## src/rtl/bip_ctrl.sv

```systemverilog
// rtl/bip_ctrl.sv - fetch/decode/execute sequencer for the accumulator CPU.
// Optional single-step WAIT state is built when BIP_CTRL_STEP_EN is defined.
module bip_ctrl #(
  parameter int PC_W      = 11,
  parameter int OPCODE_W  = 5,
  parameter int OPERAND_W = 11,
  parameter int CNT_W     = 32
) (
  input  logic                          clk,
  input  logic                          reset,
  input  logic                          start,
`ifdef BIP_CTRL_STEP_EN
  input  logic                          step,
  output logic                          step_wait,
`endif
  output logic [PC_W-1:0]               prog_addr,
  input  logic [OPCODE_W+OPERAND_W-1:0] prog_data,
  output logic [OPCODE_W-1:0]           opcode,
  output logic [OPERAND_W-1:0]          operand,
  input  logic                          dec_wr_pc,
  input  logic                          dec_wr_acc,
  input  logic                          dec_wr_ram,
  input  logic                          dec_rd_ram,
  output logic                          wr_acc,
  output logic                          wr_ram,
  output logic                          rd_ram,
  output logic                          busy,
  output logic                          halted,
  output logic [CNT_W-1:0]              cycle_cnt
);

  localparam int IR_W = OPCODE_W + OPERAND_W;

  typedef enum logic [2:0] {
    S_IDLE, S_FETCH, S_DECODE, S_EXEC, S_WB, S_HALT, S_WAIT
  } state_t;

  state_t            state;
  logic [PC_W-1:0]   pc;
  logic [IR_W-1:0]   ir;
  logic              done;

  assign prog_addr = pc;
  assign opcode    = ir[IR_W-1 -: OPCODE_W];
  assign operand   = ir[OPERAND_W-1:0];

  // Decoder outputs are only looked at in EXEC/WB, so X elsewhere is harmless.
  assign done   = (state == S_EXEC && !dec_rd_ram) || (state == S_WB);
  assign rd_ram = (state == S_EXEC) && dec_rd_ram;
  assign wr_ram = (state == S_EXEC) && dec_wr_ram;
  assign wr_acc = done && dec_wr_acc;
  assign busy   = (state == S_FETCH) || (state == S_DECODE) ||
                  (state == S_EXEC)  || (state == S_WB);
  assign halted = (state == S_HALT);
`ifdef BIP_CTRL_STEP_EN
  assign step_wait = (state == S_WAIT);
`endif

  always_ff @(posedge clk) begin
    if (reset) begin
      state     <= S_IDLE;
      pc        <= '0;
      ir        <= '0;
      cycle_cnt <= '0;
    end else begin
      if (busy && cycle_cnt != '1)
        cycle_cnt <= cycle_cnt + 1'b1;

      case (state)
        S_IDLE, S_HALT: begin
          if (start) begin
            pc        <= '0;
            cycle_cnt <= '0;
            state     <= S_FETCH;
          end
        end
`ifdef BIP_CTRL_STEP_EN
        S_WAIT: begin
          if (start) begin
            pc        <= '0;
            cycle_cnt <= '0;
            state     <= S_FETCH;
          end else if (step) begin
            state <= S_FETCH;
          end
        end
`endif
        S_FETCH:  state <= S_DECODE;
        S_DECODE: begin
          ir    <= prog_data;
          state <= S_EXEC;
        end
        S_EXEC:   if (dec_rd_ram) state <= S_WB;
        S_WB:     ;
        default:  state <= S_IDLE;
      endcase

      // Instruction completion: HLT is the only opcode that leaves wr_pc low.
      if (done) begin
        if (dec_wr_pc) begin
          pc <= pc + 1'b1;
`ifdef BIP_CTRL_STEP_EN
          state <= S_WAIT;
`else
          state <= S_FETCH;
`endif
        end else begin
          state <= S_HALT;
        end
      end
    end
  end

endmodule

```

## config.mk

```make
export PLATFORM = sky130hd
export DESIGN_NAME = bip_ctrl
export DESIGN_NICKNAME = d
export VERILOG_FILES = /design/src/rtl/bip_ctrl.sv
export SDC_FILE = /design/constraint.sdc
export NUM_CORES = 1
export LEC_CHECK = 0
export ABC_CLOCK_PERIOD_IN_PS = 1900
export CAP_MARGIN = 10
export CORE_MARGIN = 1
export CORE_UTILIZATION = 40
export DETAILED_ROUTE_END_ITERATION = 6
export DONT_BUFFER_PORTS = 1
export PLACE_DENSITY = 0.63
export REMOVE_ABC_BUFFERS = 1
export SKIP_CTS_REPAIR_TIMING = 1
export SYNTH_ARGS = -nofsm -noshare
export SYNTH_HDL_FRONTEND = slang
export SYNTH_SLANG_ARGS = --single-unit
```

## constraint.sdc

```tcl
create_clock -name clk -period 1.9 [get_ports clk]
set_input_delay 0.285 -clock clk [delete_from_list [all_inputs] [get_ports clk]]
set_output_delay 0.285 -clock clk [all_outputs]
set_load 0.03 [all_outputs]
```

==> impl_metrics.json, run 1 <==
{
  "area_growth_pct": 40.46,
  "clock-root-buffer": "clkbuf_8",
  "dominantRegCellSynth": "dfxtp_1",
  "critPathCaptureType": "flip-flop",
  "ctsHtreeMaxLevel": 3,
  "hold_viol_final": 0,
  "avgSynthCellArea_um2": 8.065,
  "antennaDiodeCount": 0,
  "cp-start-kind": "flip-flop",
  "antenna_found_initial": 0,
  "grt_pass1_wl_mm": 13.17,
  "fp-row-count": 31,
  "first_iter_violations": 201,
  "leakagePower_nw": 1.589,
  "setup_viol": 8,
  "maxCapViolCount": 0,
  "syn-cell-area_mm2": 0.002984,
  "power_density_mw_per_mm2": 822.6,
  "finClkSkew_ns": 0.007705,
  "status": "finished with violations",
  "via_per_inst": 5.624,
  "holdCritStartpoint": "reset",
  "die_h_um": 88.37,
  "r2r_end": "cycle_cnt[31]",
  "grt_max_degree": 30,
  "clockBufferDepth": 2,
  "port_buffers": 0,
  "startpoint": "cycle_cnt[12]",
  "finalSetupTns_ns": -0.4989,
  "synth_seq_area_share": 0.4159,
  "drive_gt1_frac": 0.3611,
  "rsz0062_at_grt": "yes",
  "ys_seq_elements": 62,
  "synth.top_cell.area_share": 0.4159,
  "synth-edff-count": 0,
  "timing.slew.headroom": 0.5509,
  "cp.required_ns": 2.18,
  "vdd_drop_max_uv": 388.8,
  "fillCellCount": 680,
  "r2r-start": "cycle_cnt[12]",
  "cts_tree": "yes",
  "violations": "negative setup slack",
  "rrSetupSlack_ns": -0.13,
  "num-nets-final": 477,
  "first_pass_iters": 4,
  "hp-class": "input port to flip-flop",
  "grt_pass1_vias": 2815,
  "cts_buffers": 9,
  "setup_slack_ns": -0.1271,
  "grtUsageTotal": 0.2162,
  "routed_wl_mm": 8.745,
  "synthTopCellsByArea": "dfxtp_1 42%, a21oi_1 7.7%, nand2_1 6.7%",
  "worst_slew_pin_slew_ns": 0.6714,
  "clk_latency_ns": 0.35,
  "dieArea_mm2": 0.007809,
  "ys_types": 47,
  "critPathCapture": "cycle_cnt[31]",
  "finalCriticalPeriod_ns": 2.027,
  "power.total_mw": 3.448,
  "die_x_um": 88.37,
  "ant_nets": 0,
  "timing.final.crit_share": 1.067,
  "yosysWarnings": 0,
  "max_freq_ghz": 0.4933,
  "criticalPathCategory": "flip-flop to flip-flop",
  "io_pins": 87,
  "crit_fanout": 7,
  "worstHoldPathCells": 1,
  "overflow": 0,
  "slew_viol_final": 0,
  "syn_inst": 370,
  "wl_per_cell_um": 15.73,
  "clkSinkCount": 62,
  "core_area_mm2": 0.007214,
  "synth_largest_area_cell": "dfxtp_1",
  "r2r_cells": 5,
  "start_util": 0.4136,
  "gp_congestion": 0.7911,
  "async_flop_share": 0,
  "dp_hpwl_mm": 6.122,
  "vias": 3127,
  "drcViolationCount": 0,
  "arrival_ns": 2.31,
  "path_clk_slew_ns": 0.08
}
[area by class of cell]
type                       instances  area (um2)  share of cell area
multi-input combinational        287        1854              0.4424
sequential                        62        1254              0.2991
timing repair buffer              88       723.2              0.1725
clock buffer                       9       123.9             0.02955
tap                               99       123.9             0.02955
clock inverter                     7       97.59             0.02328
inverter                           4       15.01            0.003582
[cell families after synthesis]
| group | Yosys count | share of synthesized area |
|---|---|---|
| xor gates and xnor gates | 10 | 0.02935 |
| AOI/OAI and AO/OA | 91 | 0.1816 |
| adders and majority gates | 2 | 0.008384 |
| muxes | 4 | 0.01384 |
| buffers and inverters | 22 | 0.03102 |
| DFF | 62 | 0.4159 |
| and+or+nand+nor | 179 | 0.3199 |
[placed cells by master (no fill, tap or decap), drive strengths merged, types with 2 or more instances in the layout]
cell type,Yosys,final
or3,13,13
xor2,5,5
a31o,4,4
a211oi,4,4
nand2,54,54
and2,5,5
mux2i,3,3
a21oi,46,46
or4,11,12
a31oi,4,4
nor2,26,26
and3,11,11
bufinv,0,2
clkbuf,15,10
nand4,17,17
o21a,2,2
clkinv,0,2
buf,3,85
ha,2,2
dlygate4sd3,0,2
o21ai,13,13
nor3,4,4
clkinvlp,0,2
o31ai,11,11
dfxtp,62,62
and4,8,8
nor4,3,3
xnor2,5,5
or2,3,3
nand3,20,20
inv,4,5
[power by group]
| group | switching [mW] | internal (mW) | total (mW) |
|---|---|---|---|
| logic | 0.390 | 0.299 | 0.689 |
| clock network | 0.553 | 0.742 | 1.30 |
| registers | 0.109 | 1.35 | 1.46 |
| total | 1.05 | 2.40 | 3.45 |
[flip-flops by register name, indices dropped and copies added, names as in the netlist]
signal     count
state          3
prog_addr     11
cycle_cnt     32
ir            16
[critical path, stage by stage (launching register included)]
cell and delay [ns]:
dfxtp_2 0.33, nand4_1 0.23, buf_6 0.21, or4_4 0.54
or4_4 0.54, a21oi_2 0.12
[Yosys cell counts (all sizes together), types with 11 or more instances]
master,count
nand4,17
nand2,54
a21oi,46
nor2,26
dfxtp,62
or4,11
and3,11
nand3,20
o31ai,11
clkbuf,15
o21ai,13
or3,13
[worst min-delay path by stage]
stage / to / slack, ns
CTS: ir[11] / -0.01
global route: prog_addr[6] / 0.005
finish: ir[9] / 0.0004
global placement: prog_addr[6] / 0.36
floorplan: ir[0] / 0.35
detailed placement: prog_addr[1] / 0.36
[stage by stage]
| stage | utilization | setup WS (ns) | cell area (um2) | std cells | hold slack (ns) |
|---|---|---|---|---|---|
| after floorplan | - | -0.3272 | 2907 | 352 | 0.3541 |
| after global placement | 0.5061 | -0.1017 | 3651 | 532 | 0.3568 |
| after detailed placement | 0.5061 | -0.1690 | 3651 | 532 | 0.3609 |
| after CTS | 0.5368 | -0.1813 | 3872 | 548 | -0.01400 |
| after global routing | 0.5810 | -0.1675 | 4192 | 556 | 0.004713 |
| final | 0.5810 | -0.1271 | 4192 | 556 | 0.0003625 |
[layer usage]
layer  vias to the layer above  part of all wire  GRT usage
li1                       1532                 -          -
met1                      1504              0.44     0.2674
met2                        81              0.48     0.3469
met3                        10             0.064    0.07463
met4                         0             0.012    0.08211
met5                         -                 0          0
No activity file was read; power rests on OpenSTA's default activity.
==> inputs of run 2 (changes only) <==
--- a/config.mk
+++ b/config.mk
@@ -7,11 +7,13 @@
 export LEC_CHECK = 0
 export ABC_CLOCK_PERIOD_IN_PS = 1900
 export CAP_MARGIN = 10
+export CELL_PAD_IN_SITES_DETAIL_PLACEMENT = 1
+export CELL_PAD_IN_SITES_GLOBAL_PLACEMENT = 1
 export CORE_MARGIN = 1
 export CORE_UTILIZATION = 40
 export DETAILED_ROUTE_END_ITERATION = 6
 export DONT_BUFFER_PORTS = 1
-export PLACE_DENSITY = 0.63
+export PLACE_DENSITY = 0.8
 export REMOVE_ABC_BUFFERS = 1
 export SKIP_CTS_REPAIR_TIMING = 1
 export SYNTH_ARGS = -nofsm -noshare
==> run 2 against run 1 <==
  * The run ends with negative hold slack, negative setup slack left
  * Count of clock-buffer cells in the layout increased by 1
  * Total power grew 8.0%
  * Via count up 7.9%
  * Sequential cell count is the same
  * Maximum frequency down 5.2%
  * Clock power up 25%
  * Global-route usage up 3.9 points
  * Sequential power is essentially flat
  * Routed wire length increased by 35%
  * Design area increased by 0.12%
  * Final cell count fell by 0.72%
==> impl_metrics.json, run 2 (synthesis gave the netlist of run 1 again) <==
{
  "leakagePower_nw": 1.604,
  "timing.slew.headroom": 0.5478,
  "ant_nets": 0,
  "num-nets-final": 473,
  "critPathCaptureType": "flip-flop",
  "clock-root-buffer": "clkbuf_8",
  "cp.required_ns": 2.18,
  "vias": 3373,
  "internal-power_mw": 2.623,
  "cts_buffers": 9,
  "r2r-start": "cycle_cnt[16]",
  "path_clk_slew_ns": 0.08,
  "maxCapViolCount": 0,
  "fin_area_mm2": 0.004197,
  "start_util": 0.4136,
  "max_freq_ghz": 0.4675,
  "clockBufferDepth": 2,
  "cp-start-kind": "flip-flop",
  "wl_per_cell_um": 21.34,
  "grtUsageTotal": 0.2551,
  "switching_share": 0.2954,
  "port_buffers": 0,
  "critPathTopFamily": "simple AND/OR/NAND/NOR gates",
  "drcViolationCount": 0,
  "dp_hpwl_mm": 7.086,
  "grt_pass1_wl_mm": 15.23,
  "gp_congestion": 0.8039,
  "power_frac_comb": 0.169,
  "crit_slowest_cell": "or4_4",
  "routed_wl_mm": 11.78,
  "overflow": 0,
  "place_ws_ns": -0.2122,
  "layout.cells.most_common_list": "79 x buf_4, 54 x dfxtp_1, 51 x nand2_1",
  "power_frac_seq": 0.396,
  "vdd_drop_max_uv": 385.8,
  "p_switching_mw": 1.100,
  "p_clk_frac": 0.435,
  "fillCellCount": 855,
  "mostFrequentLayoutCell": "buf_4",
  "drive_gt1_frac": 0.3422,
  "min_to": "state[1]",
  "power.total_mw": 3.723,
  "clkSinkCount": 62,
  "finalSetupTns_ns": -2.811,
  "die_h_um": 88.37,
  "regMostFlops": "cycle_cnt",
  "ctsHtreeMaxLevel": 3,
  "hold_viol_final": 1,
  "first_pass_iters": 4,
  "r2r_end": "cycle_cnt[23]",
  "antenna_found_initial": 0,
  "place_area_mm2": 0.003591,
  "rrSetupSlack_ns": -0.24,
  "setup_viol": 23,
  "worst_slew_pin_slew_ns": 0.6760,
  "path_cells": "and3_1 -> nand3_1 -> or4_4 -> buf_4 -> or4_1 -> a21oi_1",
  "timing.hold.ws_ns": -0.009551,
  "arrival_ns": 2.42,
  "io_pins": 87,
  "slowest_delay_ns": 0.47,
  "via_per_inst": 6.111,
  "r2r_cells": 6,
  "criticalPathCategory": "flip-flop to flip-flop",
  "crit_buf_inv": 1,
  "first_iter_violations": 139,
  "clk_latency_ns": 0.36,
  "cts_tree": "yes",
  "slew_viol_final": 0,
  "crit_fanout": 6,
  "finClkSkew_ns": 0.01373,
  "violations": "negative hold slack, negative setup slack",
  "holdCritStartpoint": "reset",
  "timing.final.crit_share": 1.126,
  "setup_slack_ns": -0.2392,
  "fp-row-count": 31,
  "grt_pass1_vias": 3113,
  "worstHoldPathCells": 1,
  "rsz0062_at_grt": "yes",
  "status": "finished with violations",
  "die_x_um": 88.37,
  "grt_max_degree": 30,
  "dieArea_mm2": 0.007809,
  "power_density_mw_per_mm2": 887.1,
  "area_growth_pct": 40.63,
  "core_area_mm2": 0.007214,
  "largest_reg_flops": 32,
  "hp-class": "input port to flip-flop",
  "antennaDiodeCount": 0,
  "finalCriticalPeriod_ns": 2.139
}
==> run 2: per-stage QoR <==
stage / instances / util
floorplan: 352 / -
global placement: 524 / 0.4977
detailed placement: 524 / 0.4977
CTS: 540 / 0.5352
global route: 552 / 0.5817
finish: 552 / 0.5817
==> run 2: worst max path at each step <==
stage                             start             to  slack (ns)  cells past startpoint
after floorplan            cycle_cnt[6]  cycle_cnt[27]       -0.33                      5
after global placement     cycle_cnt[0]  cycle_cnt[31]       -0.11                      7
after detailed placement  cycle_cnt[21]   cycle_cnt[6]       -0.21                      6
after CTS                  cycle_cnt[0]  cycle_cnt[22]       -0.25                      7
after global routing      cycle_cnt[16]  cycle_cnt[25]       -0.28                      6
final                     cycle_cnt[16]  cycle_cnt[23]       -0.24                      6
==> run 2: cell type report <==
cell class	instances	area, um2	area share
inverter	4	15.01	0.003578
sequential	62	1251	0.2982
tap	99	123.9	0.02952
clock inverter	6	132.6	0.03160
clock buffer	10	137.6	0.03280
timing repair buffer	85	679.4	0.1619
multi-input combinational	286	1857	0.4425
==> run 2: metal layers <==
metal | global-route usage | wire length (um) | vias to the layer above
met1 | 0.3035 | 4723 | 1667
li1 | - | - | 1527
met4 | 0.1070 | 406 | 0
met5 | 0 | 0 | -
met3 | 0.05317 | 648 | 39
met2 | 0.4455 | 6000 | 140
==> run 2: power groups by stage <==
stage | Clock, mW | Combinational, mW | Sequential, mW
6_report | 1.62 | 0.629 | 1.47
5_1_grt | 1.69 | 0.664 | 1.48
4_1_cts | 1.61 | 0.533 | 1.46
3_5_place_dp | 0 | 0.525 | 1.49
3_3_place_gp | 0 | 0.506 | 1.49
2_1_floorplan | 0 | 0.272 | 1.52
==> inputs of run 3 (changes only) <==
--- a/config.mk
+++ b/config.mk
@@ -13,7 +13,7 @@
 export CORE_UTILIZATION = 40
 export DETAILED_ROUTE_END_ITERATION = 6
 export DONT_BUFFER_PORTS = 1
-export PLACE_DENSITY = 0.8
+export PLACE_DENSITY = 0.83
 export REMOVE_ABC_BUFFERS = 1
 export SKIP_CTS_REPAIR_TIMING = 1
 export SYNTH_ARGS = -nofsm -noshare
==> run 3 against run 2 <==
  * The flow finishes with violations (negative setup slack)
  * Sequential share of layout area hardly changed
  * Core utilization is 0.12 points higher
  * Routed wire length is 7.7% higher
  * Count of clock-buffer cells in the layout is 2 higher
  * Register-to-register slack better by 0.16 ns
  * Largest cell class unchanged
==> impl_metrics.json, run 3 (synthesis gave the netlist of run 1 again) <==
{
  "fp-row-count": 31,
  "layout.cells.most_common_list": "80 x buf_4, 54 x dfxtp_1, 50 x nand2_1",
  "rsz0062_at_grt": "yes",
  "grt_max_degree": 30,
  "antennaDiodeCount": 0,
  "overflow": 0,
  "cts_tree": "yes",
  "timing.final.crit_share": 1.043,
  "slew_viol_final": 0,
  "crit_fanout": 3,
  "setup_viol": 16,
  "p_clk_frac": 0.378,
  "p_switching_mw": 1.100,
  "leakagePower_nw": 1.587,
  "cp-start-kind": "flip-flop",
  "vdd_drop_max_uv": 470.8,
  "cts_buffers": 9,
  "largest_reg_flops": 32,
  "clock-root-buffer": "clkbuf_8",
  "io_pins": 87,
  "drive_gt1_frac": 0.3630,
  "dp_hpwl_mm": 7.162,
  "wl_per_cell_um": 22.69,
  "violations": "negative setup slack",
  "gp_congestion": 0.8128,
  "place_ws_ns": -0.1761,
  "power_frac_seq": 0.435,
  "start_util": 0.4136,
  "core_area_mm2": 0.007214,
  "setup_slack_ns": -0.08139,
  "maxCapViolCount": 0,
  "finalCriticalPeriod_ns": 1.981,
  "power_density_mw_per_mm2": 805.7,
  "criticalPathCategory": "flip-flop to flip-flop",
  "arrival_ns": 2.21,
  "finClkSkew_ns": 0.01585,
  "cp.required_ns": 2.13,
  "die_x_um": 88.37,
  "drcViolationCount": 0,
  "mostFrequentLayoutCell": "buf_4",
  "worst_slew_pin_slew_ns": 0.8366,
  "power_frac_comb": 0.186,
  "critPathCaptureType": "flip-flop",
  "num-nets-final": 480,
  "grt_pass1_vias": 3132,
  "max_freq_ghz": 0.5047,
  "vias": 3486,
  "antenna_found_initial": 0,
  "clkSinkCount": 62,
  "port_buffers": 0,
  "ctsHtreeMaxLevel": 3,
  "hold_viol_final": 0,
  "hp-class": "input port to flip-flop",
  "area_growth_pct": 40.92,
  "first_iter_violations": 182,
  "switching_share": 0.3247,
  "clk_latency_ns": 0.35,
  "timing.slew.headroom": 0.4404,
  "internal-power_mw": 2.288,
  "clockBufferDepth": 2,
  "status": "finished with violations",
  "regMostFlops": "cycle_cnt",
  "dieArea_mm2": 0.007809,
  "first_pass_iters": 6,
  "routed_wl_mm": 12.69,
  "via_per_inst": 6.236,
  "fin_area_mm2": 0.004205,
  "grt_pass1_wl_mm": 15.19,
  "place_area_mm2": 0.003631,
  "ant_nets": 0,
  "path_clk_slew_ns": 0.08,
  "die_h_um": 88.37,
  "grtUsageTotal": 0.2563
}
run 3: power by group through the flow:
stage                     Clock, mW  Sequential (mW)  Combinational (mW)
after detailed placement          0             1.49               0.516
after CTS                      1.27             1.46               0.524
after floorplan                   0             1.52               0.272
after global routing           1.35             1.48               0.665
final                          1.28             1.47               0.631
after global placement            0             1.49               0.489
run 3: critical path, cell delays in order, from the launching register on:
cell	delay (ns)
dfxtp_1	0.39
nand4_1	0.28
or4_4	0.58
o311ai_2	0.25
buf_4	0.17
xor2_1	0.15
nor2_1	0.06
run 3: per-stage QoR:
stage	util	total power, mW	TNS [ns]	hold WS [ns]	std cells
final	0.5829	3.388	-0.5934	0.002029	559
after global routing	0.5829	3.497	-2.408	-0.006608	559
after detailed placement	0.5033	2.007	-2.290	0.3586	531
after global placement	0.5033	1.976	-0.8473	0.3575	531
after floorplan	-	1.789	-5.374	0.3541	352
after CTS	0.5336	3.259	-3.017	-0.01637	547
run 3: final cells by class:
cell class              instances  area [um2]
fillers                       876        3009
multi-input cells             288        1882
flip-flops and latches         62        1254
repair buffers                 90       711.9
clock buffers                  12       165.2
well taps                      99       123.9
clock inverters                 4       53.80
inverters                       4       15.01
run 3: per-layer routing:
layer / GRT usage / wire length [um]
met1: 0.3056 / 4900
met2: 0.4357 / 6287
met3: 0.05597 / 963
met5: 0 / 0
met4: 0.1276 / 534
run 3: path summary, 6_finish.rpt:
check / end / from / slack, ns / depth (start not counted)
hold reg to reg: cycle_cnt[26] / cycle_cnt[25] / 0.60 / 1
hold / removal: state[1] / reset / 0.002 / 1
setup / recovery: cycle_cnt[6] / cycle_cnt[22] / -0.08 / 6
setup reg to reg: cycle_cnt[6] / cycle_cnt[22] / -0.08 / 6
